===== src/rtl/mem_stage_sram.sv =====
// Memory stage plus MEM/WB pipeline register.
// Non-memory operations pass through in one cycle. Loads and stores run as two
// sequential 16-bit accesses to an asynchronous SRAM while `freeze` holds upstream.
module mem_stage_sram #(
    parameter int unsigned WAIT_CYCLES = 2
) (
    input  logic        clk,
    input  logic        rst,
    input  logic        wbEnIn,
    input  logic        memREnIn,
    input  logic        memWEnIn,
    input  logic [3:0]  destIn,
    input  logic [31:0] aluResIn,
    input  logic [31:0] valRmIn,
    output logic        wbEnOut,
    output logic [3:0]  destOut,
    output logic [31:0] resultOut,
    output logic        freeze,
    output logic [17:0] sramAddr,
    output logic [15:0] sramWData,
    input  logic [15:0] sramRData,
    output logic        sramWE_N
);

    typedef enum logic [1:0] {StIdle, StLo, StHi, StDone} state_e;

    localparam logic [3:0] LastCnt = 4'(WAIT_CYCLES - 1);

    state_e      r_state;
    state_e      w_state_next;
    logic [3:0]  r_cnt;
    logic [3:0]  w_cnt_next;
    logic [15:0] r_lo_half;
    logic [15:0] r_hi_half;
    logic        w_req;
    logic        w_store;
    logic        w_last;

    // A simultaneous load+store request is a load; nothing is written.
    assign w_req   = memREnIn | memWEnIn;
    assign w_store = memWEnIn & ~memREnIn;
    assign w_last  = (r_cnt == LastCnt);

    // State and phase counter register.
    always_ff @(posedge clk or posedge rst) begin
        if (rst) begin
            r_state <= StIdle;
            r_cnt   <= 4'd0;
        end else begin
            r_state <= w_state_next;
            r_cnt   <= w_cnt_next;
        end
    end

    // Next-state logic: IDLE -> LO -> HI -> DONE -> IDLE, each phase WAIT_CYCLES long.
    always_comb begin
        w_state_next = r_state;
        w_cnt_next   = r_cnt;
        unique case (r_state)
            StIdle: begin
                w_cnt_next = 4'd0;
                if (w_req) w_state_next = StLo;
            end
            StLo: begin
                if (w_last) begin
                    w_state_next = StHi;
                    w_cnt_next   = 4'd0;
                end else begin
                    w_cnt_next = r_cnt + 4'd1;
                end
            end
            StHi: begin
                if (w_last) begin
                    w_state_next = StDone;
                    w_cnt_next   = 4'd0;
                end else begin
                    w_cnt_next = r_cnt + 4'd1;
                end
            end
            // The request is still present in DONE; it must not restart.
            StDone: begin
                w_state_next = StIdle;
                w_cnt_next   = 4'd0;
            end
            default: begin
                w_state_next = StIdle;
                w_cnt_next   = 4'd0;
            end
        endcase
    end

    // Capture each read halfword at the edge ending its phase.
    always_ff @(posedge clk or posedge rst) begin
        if (rst) begin
            r_lo_half <= 16'd0;
            r_hi_half <= 16'd0;
        end else begin
            if (r_state == StLo && w_last) r_lo_half <= sramRData;
            if (r_state == StHi && w_last) r_hi_half <= sramRData;
        end
    end

    // SRAM drive and freeze; strobe held off on the first cycle so the address settles first.
    always_comb begin
        sramAddr  = 18'd0;
        sramWData = 16'd0;
        sramWE_N  = 1'b1;
        freeze    = 1'b0;
        unique case (r_state)
            StIdle: freeze = w_req;
            StLo: begin
                freeze    = 1'b1;
                sramAddr  = {aluResIn[18:2], 1'b0};
                sramWData = valRmIn[15:0];
                sramWE_N  = ~(w_store && r_cnt != 4'd0);
            end
            StHi: begin
                freeze    = 1'b1;
                sramAddr  = {aluResIn[18:2], 1'b1};
                sramWData = valRmIn[31:16];
                sramWE_N  = ~(w_store && r_cnt != 4'd0);
            end
            StDone: freeze = 1'b0;
            default: freeze = 1'b0;
        endcase
    end

    // MEM/WB register: inserts a bubble while frozen, otherwise latches the result.
    always_ff @(posedge clk or posedge rst) begin
        if (rst) begin
            wbEnOut   <= 1'b0;
            destOut   <= 4'd0;
            resultOut <= 32'd0;
        end else if (freeze) begin
            wbEnOut <= 1'b0;
        end else begin
            wbEnOut   <= wbEnIn;
            destOut   <= destIn;
            resultOut <= memREnIn ? {r_hi_half, r_lo_half} : aluResIn;
        end
    end

endmodule


===== config.mk =====
export PLATFORM = sky130hd
export DESIGN_NAME = mem_stage_sram
export DESIGN_NICKNAME = d
export VERILOG_FILES = /design/src/rtl/mem_stage_sram.sv
export SDC_FILE = /design/constraint.sdc
export NUM_CORES = 1
export LEC_CHECK = 0
export ABC_AREA = 1
export BUFFER_PORTS_ARGS = -buffer_cell sky130_fd_sc_hd__buf_2
export CORE_ASPECT_RATIO = 0.75
export CORE_MARGIN = 5
export CORE_UTILIZATION = 40
export CTS_CLUSTER_SIZE = 25
export DETAILED_ROUTE_END_ITERATION = 8
export PLACE_DENSITY = 0.69
export SLEW_MARGIN = 10
export SYNTH_ARGS = -nofsm -noshare
export SYNTH_HDL_FRONTEND = slang
export SYNTH_SLANG_ARGS = --single-unit

===== constraint.sdc =====
create_clock -name clk -period 4.8 [get_ports clk]
set_clock_uncertainty 0.05 [all_clocks]
set_input_delay 0.48 -clock clk [delete_from_list [all_inputs] [get_ports clk]]
set_output_delay 0.48 -clock clk [all_outputs]
set_load 0.01 [all_outputs]

# [Yosys cells after proc, flatten, opt, wreduce, memory -nomap -nowiden]
# Cells that the tools add are included.
[word_totals] regBits=75 latchBits=0 ramBits=0 romBits=0 in_bits=89 out_inout_bits=73 word_cells=39 n_memories=0
[op_classes] addsub=1 mul=0 div_mod_pow=0 magnitude_cmp=0 n_eq_ne=7 shifts=0 mux=12 bitwise=4 n_reduce_logical=8
[op_table] operator="$pmux W18 S2" n=1
[op_table] operator="$mux W32" n=1
[op_table] operator="$pmux W16 S2" n=1
[op_table] operator="$pmux W2 S4" n=1
[op_table] operator="$pmux W4 S2" n=1
[op_table] operator="$mux W2" n=3
[op_table] operator="$ne A2 B2 Y1 const B" n=3
[op_table] operator="$add A4 B1 Y4 const B" n=1
[op_table] operator="$eq A2 B2 Y1 const B" n=2
[op_table] operator="$eq A4 B1 Y1 const B" n=1
[op_table] operator="$mux W4" n=1
[op_table] operator="$reduce_bool A4 Y1" n=1
[op_table] operator="$reduce_or A2 Y1" n=2
[op_table] operator="$logic_and A1 B1 Y1" n=3
[op_table] operator="$pmux W1 S3" n=1
[op_table] operator="$reduce_and A3 Y1" n=1
[op_table] operator="$eq A2 B1 Y1 const B" n=1
[op_table] operator="$logic_not A2 Y1" n=1
[op_table] operator="$mux W1" n=2
[op_table] operator="$not A1 Y1" n=2
[op_table] operator="$and A1 B1 Y1" n=1
[op_table] operator="$or A1 B1 Y1" n=1

# [Depth between registers and ports, before layout]
[depth] word_depth=5 depth_mapped=10 ltp_nobuf=7

# [Worst setup path after synthesis]
# No wires, ideal clock.
[synth_timing] kind="reg2out" start="register r_state[0]" end="output port sramAddr[10]" arrival_time_ns=1.535 required_ns=4.270 path_slack_ns=2.735 path_stages_with_launch=7 n_path_buf=2 path_cell_list="dfrtp_1 > inv_1 > ha_1 > buf_2 > o21ai_1 > buf_2 > nor2_1"
[synth_between] elab_chain_len=2 elab_cells_between_ends=3 classes_between="eq/ne (2); mux (1)"
[synth_lines] element="start, declared" line="29" rtl="state_e r_state;"
[synth_lines] element="start signal, assigned" line="47" rtl="r_state <= StIdle;"
[synth_lines] element="start signal, assigned" line="50" rtl="r_state <= w_state_next;"
[synth_lines] element="$eq A2 B2 Y1 or $eq A2 B1 Y1 (tied branches)" line="109" rtl="unique case (r_state)"
[synth_lines] element="$pmux W18 S2 *" line="109"
[synth_lines] element="end, declared" line="19" rtl="output logic [17:0] sramAddr,"
# Mark *: on every way between the ends. The rest lies on a longest branch, timed or not.

# [Final worst setup path]
[layout_timing] start="register r_state[0]" end="output port freeze"
[layout_between] elab_chain_len=3 elab_cells_between_ends=6 classes_between="eq/ne (3); mux (1); reduce/logical (2)"
[layout_lines] element="$eq A2 B1 Y1 or $eq A2 B2 Y1 (tied branches)" line="109"
[layout_lines] element="$reduce_or A2 Y1 (no line)"
[layout_lines] element="$pmux W1 S3 *" line="109"
[layout_lines] element="end, declared" line="18" rtl="output logic freeze,"
# Marked as above.

==> reports/metrics.cfg <==
[critical_path]
rrSetupSlack_ps = 2500
worstPathMaxFanout = 38
endpoint_kind = output pin
required_ps = 4270
crit_type = flop to output pin
crit_path_start_kind = flop
cp.arrival_ps = 2510

[route]
dr_total_vias = 3615
remaining_drc_errors = 0
wirelength_um = 10500
routedWlPerCell_um = 13.4
first_pass_iters = 4
avgViaCountPerCell = 4.59
drtIter0Drc = 171
postRouteAntennaNets = 0

[placement]
place_area_um2 = 4570
io_buffers = 161
dpl.hpwl_um = 8020
place_congestion = 0.814
post-place-cells = 772

[synth]
yosysSeqAreaShare_pct = 50.3
yosys_warnings = 0
synth.area.top_cells = dfrtp_1 50%, nand2_1 24%, o21ai_0 8.7%
syn-num-nets = 603
yosysTopAreaCell = dfrtp_1
yosysMostFrequentCell = nand2_1
syn-instance-count = 508
synth_common_cells = 235 x nand2_1, 75 x dfrtp_1, 65 x o21ai_0
ys_types = 20
async_flop_share_pct = 100
synth-edff-count = 0
synth_flop_cell = dfrtp_1
netlist_area_um2 = 3730
ys_ff_latch = 75
yosysTopAreaCellShare_pct = 50.3
syn_avg_cell_area_um2 = 7.35

[worst_hold_path]
hp-class = primary input to async pin

[clock_network]
clk_pin_slew_worst_paths_ps = 60
cts_resized = 0
cts_hold_buf = 0
cts_setup_buffers = 0
cts_buffers = 9
htree_levels = 3
clockBufferDepth = 2
clkLatencyLatePin_ps = 320
clock_sinks = 75
cts_tree = done
cts_root_buf = clkbuf_16

[floorplanning]
die_h_um = 93.7
rows = 30
start_util_pct = 41.1
core_um2 = 9080
io_pins = 162
die_w_um = 122
die_area_um2 = 11400

[sta]
hold_ws_ps = 71.3
final-hold-violation-count = 0
report.final.slew_viol_count = 0
fin_crit_sh_pct = 63.3
rsz0062_at_grt = false
fmax_ghz = 0.329
worst_pin_slew_ps = 764
setup_tns_ps = 0
setup_violations = 0
period_needed_ps = 3040
max_slew_margin_pct = 49.0

[layout]
area_growth_pct = 32.2
final_layout_size_suffix_gt1_share_pct = 28.5
final_cells = 788
finish.instance_area_um2 = 4940
nets = 750
fillers = 897
diodes = 0

[grt]
grt_pass1_wl_um = 16700
grt_start_max_net_pins = 59
antenna_found_initial = 0
grt-ovfl-total = 0
first_global_vias = 3397
track_usage_pct = 18.2

[power]
power_density_nw_per_um2 = 717
p_total_mw = 3.54
power_leakage_nw = 2.80
max-vdd-ir-drop_mv = 0.284

[status]
status = complete, no violations

[flow_run]
cap_violations = 0

==> critical path, stage by stage, from the launching register on <==
cell and delay (ps):
dfrtp_1 400, inv_1 110, ha_1 420, or2_4 170, nand2_4 230, inv_2 580
buf_2 250
==> sequential cells by signal, indices dropped and copies added, names as in the netlist <==
register and cells:
r_cnt 4, wbEnOut 1, r_hi_half 16, resultOut 32, r_state 2, r_lo_half 16, destOut 4
==> worst paths after layout <==
kind	start	endpoint	cells after the start
worst max-delay path	r_state[0]	freeze	6
worst min-delay path	rst	wbEnOut	2
worst max register to register	r_state[0]	resultOut[15]	7
worst min register to register	resultOut[11]	resultOut[11]	2
max in group asynchronous	rst	r_hi_half[8]	3
min in group clk	destIn[1]	destOut[1]	3
==> cells in the final DEF, fill, tap and decap left out <==
cell type and n:
nand2_1 235, buf_2 161, dfrtp_1 75, o21ai_0 65, inv_1 41, nor2_1 26
a21oi_1 17, clkbuf_16 9, ha_1 6, nand3_1 4, inv_2 3, clkbuf_8 3
bufinv_16 3, buf_4 3, or2_2 2, or2_4 1, nand2_4 1, clkinv_1 1
o21ai_1 1, nand4_1 1, nor2_4 1, clkinv_2 1
==> through the flow <==
step / utilization [%] / worst slack [ps]
6_report: 54.3 / 1760
5_1_grt: 54.3 / 1560
4_1_cts: 54.3 / 1710
3_5_place_dp: 50.4 / 2000
3_3_place_gp: 50.4 / 2080
2_1_floorplan: - / 2360
==> cell type report <==
| class | instances | area, um^2 | share of cell area, % |
|---|---|---|---|
| sequential | 75 | 1880 | 38.0 |
| multi-input combinational | 360 | 1540 | 31.2 |
| timing repair buffer | 164 | 828 | 16.8 |
| clock buffer | 12 | 267 | 5.40 |
| inverter | 45 | 169 | 3.42 |
| tap | 128 | 160 | 3.24 |
| clock inverter | 4 | 95.1 | 1.93 |
==> routing by layer <==
layer  part of all wire (%)  track usage (%)  vias to the layer above
li1                       -                -                     1856
met1                     45             24.5                     1654
met2                     47             29.8                       96
met3                    6.7             4.76                        9
met4                    1.1             3.92                        0
met5                      0                0                        -
==> where the power goes <==
part           leakage, nW  switching (mW)  internal, mW  total (mW)
combinational         1.70            1.08         0.554        1.63
clock                0.179           0.247         0.549       0.796
sequential           0.925           0.160         0.951        1.11
==> kinds of logic after synthesis <==
| group | after synthesis | synth area share, % |
|---|---|---|
| AND/OR/NAND/NOR | 271 | 28.1 |
| adder cells (fa/ha/maj) | 6 | 2.01 |
| buffers and inverters | 73 | 8.48 |
| AO/OA/AOI/OAI | 83 | 11.1 |
| flip-flops | 75 | 50.3 |
(Power assumes the default switching activity.)
